[config.mk]
export PLATFORM = sky130hd
export DESIGN_NAME = brr_encoder
export DESIGN_NICKNAME = d
export VERILOG_FILES = /design/src/rtl/brr_encoder.sv
export SDC_FILE = /design/constraint.sdc
export NUM_CORES = 1
export LEC_CHECK = 0
export ABC_AREA = 1
export CORE_MARGIN = 1
export CORE_UTILIZATION = 33
export CTS_CLUSTER_DIAMETER = 50
export DETAILED_ROUTE_END_ITERATION = 8
export HOLD_SLACK_MARGIN = 0.15
export PLACE_DENSITY = 0.59
export SYNTH_ARGS = -nofsm -noshare
export SYNTH_HDL_FRONTEND = slang
export SYNTH_SLANG_ARGS = --single-unit
[constraint.sdc]
create_clock -name clk -period 26.6 [get_ports clk]
set_input_delay 3.99 -clock clk [delete_from_list [all_inputs] [get_ports clk]]
set_output_delay 3.99 -clock clk [all_outputs]
set_load 0.05 [all_outputs]
[src/rtl/brr_encoder.sv]
`default_nettype none
// brr_encoder -- 16-sample BRR block encoder with an exhaustive 13-shift error search.
// Rev 1.0
module brr_encoder (
  input  logic        clk,
  input  logic        reset_n,
  input  logic        in_valid,
  output logic        in_ready,
  input  logic [14:0] in_pcm,
  input  logic [1:0]  cfg_filter,
  input  logic        cfg_loop,
  input  logic        cfg_end,
  input  logic        hist_clear,
  output logic        out_valid,
  input  logic        out_ready,
  output logic [7:0]  out_data,
  output logic        out_last,
  output logic        busy
);

  typedef enum logic [1:0] {
    S_LOAD   = 2'd0,
    S_SEARCH = 2'd1,
    S_ENCODE = 2'd2,
    S_EMIT   = 2'd3
  } state_t;

  state_t             state_q, state_d;
  logic [3:0]         idx_q, idx_d;
  logic [3:0]         pass_q, pass_d;
  logic [3:0]         byte_q, byte_d;
  logic [1:0]         filt_q;
  logic               loop_q, end_q;
  logic signed [14:0] p1_q, p2_q;
  logic signed [14:0] wp1_q, wp2_q;
  logic [20:0]        acc_q, best_err_q;
  logic [3:0]         best_q;
  logic [14:0]        samp_q [16];
  logic [3:0]         nib_q  [16];

  logic               w_accept;
  logic [3:0]         w_shift;
  logic signed [14:0] w_cur_p1, w_cur_p2;
  logic signed [21:0] w_p1x, w_p2x, w_samp, w_pred;
  logic signed [21:0] w_r2, w_q, w_nx, w_ns, w_diff, w_abs;
  logic [3:0]         w_nib;
  logic signed [14:0] w_rec;
  logic [20:0]        w_err, w_acc_base, w_acc_next;
  logic [21:0]        w_sum;
  logic [2:0]         w_pair;
  logic [7:0]         w_byte;

  // Every pass (and the final encode) restarts from the block-entry history.
  assign w_cur_p1 = (idx_q == 4'd0) ? p1_q : wp1_q;
  assign w_cur_p2 = (idx_q == 4'd0) ? p2_q : wp2_q;
  assign w_shift  = (state_q == S_ENCODE) ? best_q : pass_q;
  assign w_p1x    = {{7{w_cur_p1[14]}}, w_cur_p1};
  assign w_p2x    = {{7{w_cur_p2[14]}}, w_cur_p2};
  assign w_samp   = {{7{samp_q[idx_q][14]}}, samp_q[idx_q]};

  always_comb begin
    w_pred = '0;
    case (filt_q)
      2'd1:    w_pred = (w_p1x * 22'sd15) >>> 4;
      2'd2:    w_pred = ((w_p1x * 22'sd61) >>> 5) - ((w_p2x * 22'sd15) >>> 4);
      2'd3:    w_pred = ((w_p1x * 22'sd115) >>> 6) - ((w_p2x * 22'sd13) >>> 4);
      default: w_pred = '0;
    endcase
  end

  assign w_r2 = (w_samp - w_pred) <<< 1;

  always_comb begin
    w_q = w_r2;
    if (w_shift != 4'd0) w_q = (w_r2 + (22'sd1 <<< (w_shift - 4'd1))) >>> w_shift;
  end

  always_comb begin
    if (w_q > 22'sd7)       w_nib = 4'h7;
    else if (w_q < -22'sd8) w_nib = 4'h8;
    else                    w_nib = w_q[3:0];
  end

  assign w_nx   = {{18{w_nib[3]}}, w_nib};
  assign w_ns   = (w_nx <<< w_shift) >>> 1;
  assign w_rec  = 15'(w_ns + w_pred);
  assign w_diff = w_samp - {{7{w_rec[14]}}, w_rec};
  assign w_abs  = w_diff[21] ? -w_diff : w_diff;
  assign w_err  = 21'(w_abs);

  assign w_acc_base = (idx_q == 4'd0) ? 21'd0 : acc_q;
  assign w_sum      = {1'b0, w_acc_base} + {1'b0, w_err};
  assign w_acc_next = w_sum[21] ? {21{1'b1}} : w_sum[20:0];

  assign w_pair = 3'(byte_q - 4'd1);
  assign w_byte = (byte_q == 4'd0) ? {best_q, filt_q, loop_q, end_q}
                                   : {nib_q[{w_pair, 1'b0}], nib_q[{w_pair, 1'b1}]};

  always_comb begin
    state_d   = state_q;
    idx_d     = idx_q;
    pass_d    = pass_q;
    byte_d    = byte_q;
    w_accept  = 1'b0;
    in_ready  = 1'b0;
    out_valid = 1'b0;
    out_last  = 1'b0;
    out_data  = 8'h00;
    busy      = 1'b1;
    case (state_q)
      S_LOAD: begin
        in_ready = 1'b1;
        busy     = (idx_q != 4'd0);
        if (in_valid) begin
          w_accept = 1'b1;
          idx_d    = idx_q + 4'd1;
          if (idx_q == 4'd15) begin
            state_d = S_SEARCH;
            pass_d  = 4'd0;
          end
        end
      end
      S_SEARCH: begin
        idx_d = idx_q + 4'd1;
        if (idx_q == 4'd15) begin
          if (pass_q == 4'd12) state_d = S_ENCODE;
          else                 pass_d  = pass_q + 4'd1;
        end
      end
      S_ENCODE: begin
        idx_d = idx_q + 4'd1;
        if (idx_q == 4'd15) begin
          state_d = S_EMIT;
          byte_d  = 4'd0;
        end
      end
      S_EMIT: begin
        out_valid = 1'b1;
        out_last  = (byte_q == 4'd8);
        out_data  = w_byte;
        if (out_ready) begin
          if (byte_q == 4'd8) begin
            state_d = S_LOAD;
            byte_d  = 4'd0;
          end else begin
            byte_d = byte_q + 4'd1;
          end
        end
      end
      default: state_d = S_LOAD;
    endcase
  end

  always_ff @(posedge clk or negedge reset_n) begin
    if (!reset_n) begin
      state_q    <= S_LOAD;
      idx_q      <= 4'd0;
      pass_q     <= 4'd0;
      byte_q     <= 4'd0;
      filt_q     <= 2'd0;
      loop_q     <= 1'b0;
      end_q      <= 1'b0;
      p1_q       <= '0;
      p2_q       <= '0;
      wp1_q      <= '0;
      wp2_q      <= '0;
      acc_q      <= '0;
      best_err_q <= '0;
      best_q     <= 4'd0;
    end else begin
      state_q <= state_d;
      idx_q   <= idx_d;
      pass_q  <= pass_d;
      byte_q  <= byte_d;
      if (state_q == S_LOAD && idx_q == 4'd0) begin
        if (hist_clear) begin
          p1_q <= '0;
          p2_q <= '0;
        end
        if (in_valid) begin
          filt_q <= cfg_filter;
          loop_q <= cfg_loop;
          end_q  <= cfg_end;
        end
      end
      if (state_q == S_SEARCH || state_q == S_ENCODE) begin
        wp1_q <= w_rec;
        wp2_q <= w_cur_p1;
      end
      if (state_q == S_SEARCH) begin
        acc_q <= w_acc_next;
        // Strict less-than keeps the lowest shift on a tie.
        if (idx_q == 4'd15 && (pass_q == 4'd0 || w_acc_next < best_err_q)) begin
          best_err_q <= w_acc_next;
          best_q     <= pass_q;
        end
      end
      if (state_q == S_ENCODE && idx_q == 4'd15) begin
        p1_q <= w_rec;
        p2_q <= w_cur_p1;
      end
    end
  end

  always_ff @(posedge clk) begin
    if (w_accept) samp_q[idx_q] <= in_pcm;
    if (state_q == S_ENCODE) nib_q[idx_q] <= w_nib;
  end

endmodule
`default_nettype wire

==> flow_summary.toml <==
[status]
status = "finished clean"

[yosys]
yosysMostFrequentCell = "nand2_1"
synth-xor-area-share_pct = 4.853
synth_top_area_share_pct = 27.79
synth_seq_cells = 428
synthSimpleGateAreaFrac_pct = 17.49
synthAdderAreaFrac_pct = 18.37
synth_cell_types = 67
synth_top_family_by_area = "adder cells"
synth_top_area_cell = "edfxtp_1"
synthMuxAreaShare_pct = 0.03048
synth_cells = 3872
synth_edf_count = 304
syn_area_sq_um = 32850
synth_compound_area_share_pct = 13.56
yosys_most_used_dff = "edfxtp_1"
avgSynthCellArea_sq_um = 8.483
synthTopCellsByArea = "edfxtp_1, ha_1, dfrtp_1"
synthArstFlopShare_pct = 28.97
synthTopCellsByCount = "nand2_1, inv_1, o21ai_0"
ys_seq_area_share_pct = 37.24
yosys_warnings = 0

[sta]
skew_ns = 0.03699
setup_slack_ns = 3.567
setup_viol = 0
period_needed_ns = 23.03
worst_pin_slew_ns = 1.253
setup-tns-final_ns = 0
fmax_mhz = 43.42
timing.final.crit_share_pct = 86.59
rsz0062_at_grt = "no"
hold_viol_final = 0
max-slew-margin-rel_pct = 16.48
finalMaxSlewViolations = 0

[cts]
cts.sinks = 428
clk_latency_ns = 0.58
cts_resized = 0
numCtsBuffers = 43
cts_root_buffer = "clkbuf_16"
cts_hold_buf = 0
postCtsSetupBuffers = 0
cts_max_level = 2
cts_tree = "done"
clk_pin_slew_ns = 0.07
cts_max_path_buffers = 3

[final_layout]
fill_cells = 10125
area_delta_synth_final_pct = 10.17
multi_input_area_sq_um = 17940
nNetsFinal = 4337
fin_util_pct = 36.71
n_antenna_cell = 0
seqCellArea_sq_um = 12240
design_area_sq_um = 36180
layout-drive-gt1-share_pct = 6.323

[die]
num_io_pins = 36
initial_core_util_pct = 33.32
row_count = 115
die_w_microns = 317.5
die_area_sq_um = 100800
core_sq_um = 98560
die_h_microns = 317.5

[critical_path]
end_kind = "flop"
cpLargestDelayFamily = "compound AO/OA/AOI/OAI gates"
start_kind = "flop"
slowest_delay_ns = 0.76
required_ns = 27.05
cpMaxStageDelayCell = "dfrtp_4"
cp_max_fo = 53
arrival_ns = 23.49
cp_num_buf_inv = 17
cpMostUsedCell = "nand2_1"
critPathKind = "flop to flop"

[routing]
drt_iter0_drc = 1661
drtAntennaViolNets = 0
viasPerCell = 4.964
drt_pass1_iterations = 6
num_vias = 25857
wl_per_cell_microns = 16.75
wl_microns = 87240
drc = 0

[placement]
dpl_worst_slack_ns = 3.699
place_area_sq_um = 34820
routabilityCongestion = 0.8999
dp_hpwl_microns = 64960
io_buffers = 35

[global_routing]
antenna_found_initial = 2
overflow = 0
grt_pass1_wl_microns = 137600
grt_pass1_vias = 24907
grt_max_degree = 79
grt_usage_pct = 17.13

[job]
cap_violations = 0

[min_path]
hold_class = "flop to flop"
-- cell type report --
class                   count  area share (%)
clock buffers              51           3.084
multi-input cells        2725           49.58
repair buffers             87           2.050
clock inverters            21          0.6916
well taps                1287           4.450
flip-flops and latches    428           33.81
inverters                 610           6.331
-- cell families (layout without fill, tap and decap cells) --
family / count (synthesis) / count (layout)
compound gates: 769 / 769
xor+xnor: 182 / 182
fa+ha+maj: 418 / 418
buf+inv: 723 / 769
flops: 428 / 428
mux: 1 / 1
other cells: 1 / 5
simple gates: 1350 / 1350
-- tightest hold or removal path, stage by stage, from the launching register on --
cell	delay [ns]
dfrtp_1	0.34
nand2_1	0.05
nand2_1	0.05
-- metrics by stage --
| stage | std cells | hold slack [ns] |
|---|---|---|
| finish | 5209 | 0.4763 |
| global placement | 5137 | 0.4579 |
| global route | 5209 | 0.4998 |
| floorplan | 3876 | 0.4417 |
| CTS | 5209 | 0.4778 |
| detailed placement | 5137 | 0.4589 |
-- sequential cells by signal, summed over array words and instances, names as in the netlist, 2 cells and up --
| register | cells |
|---|---|
| samp_q | 240 |
| nib_q | 64 |
| acc_q | 21 |
| best_err_q | 21 |
| p1_q | 15 |
| p2_q | 15 |
| wp1_q | 15 |
| wp2_q | 15 |
| best_q | 4 |
| byte_q | 4 |
| idx_q | 4 |
| pass_q | 4 |
| filt_q | 2 |
| state_q | 2 |
-- cells in the final DEF, fill, tap and decap left out, types with 12 or more instances in the layout --
cell type / n
nand2_1: 684
inv_1: 587
o21ai_0: 316
nor2_1: 312
ha_1: 311
edfxtp_1: 304
a21oi_1: 182
nand3_1: 173
dfrtp_1: 123
xor2_1: 111
fa_1: 107
o22ai_1: 88
xnor2_1: 71
buf_4: 52
clkbuf_16: 43
or2_2: 36
clkdlybuf4s50_1: 34
nor3_1: 30
o21bai_1: 29
nand4_1: 29
nand2_2: 24
o21ai_1: 22
o21a_1: 21
inv_2: 17
a31oi_1: 16
nor3_2: 14
o211ai_1: 12
-- metal layers --
layer	GRT usage, %	up-vias	wire, microns
met5	0	-	24
met4	5.307	4	2596
met3	1.758	124	3322
met2	28.73	499	41030
met1	23.18	12287	40270
li1	-	12943	-
-- path summary, 6_finish.rpt --
path	from	slack [ns]	end	cells after the start
worst max-delay path	idx_q[0]	3.57	best_err_q[18]	120
worst min-delay path	p1_q[14]	0.48	p1_q[14]	2
worst max register to register	idx_q[0]	3.57	best_err_q[18]	120
worst min register to register	p1_q[14]	0.48	p1_q[14]	2
max in group asynchronous	reset_n	21.78	idx_q[0]	2
min in group asynchronous	reset_n	3.40	wp2_q[8]	1
Power is left out: the tool's default activity adds up to more than one toggle a clock period on the data nets, which glitch-free logic cannot reach.
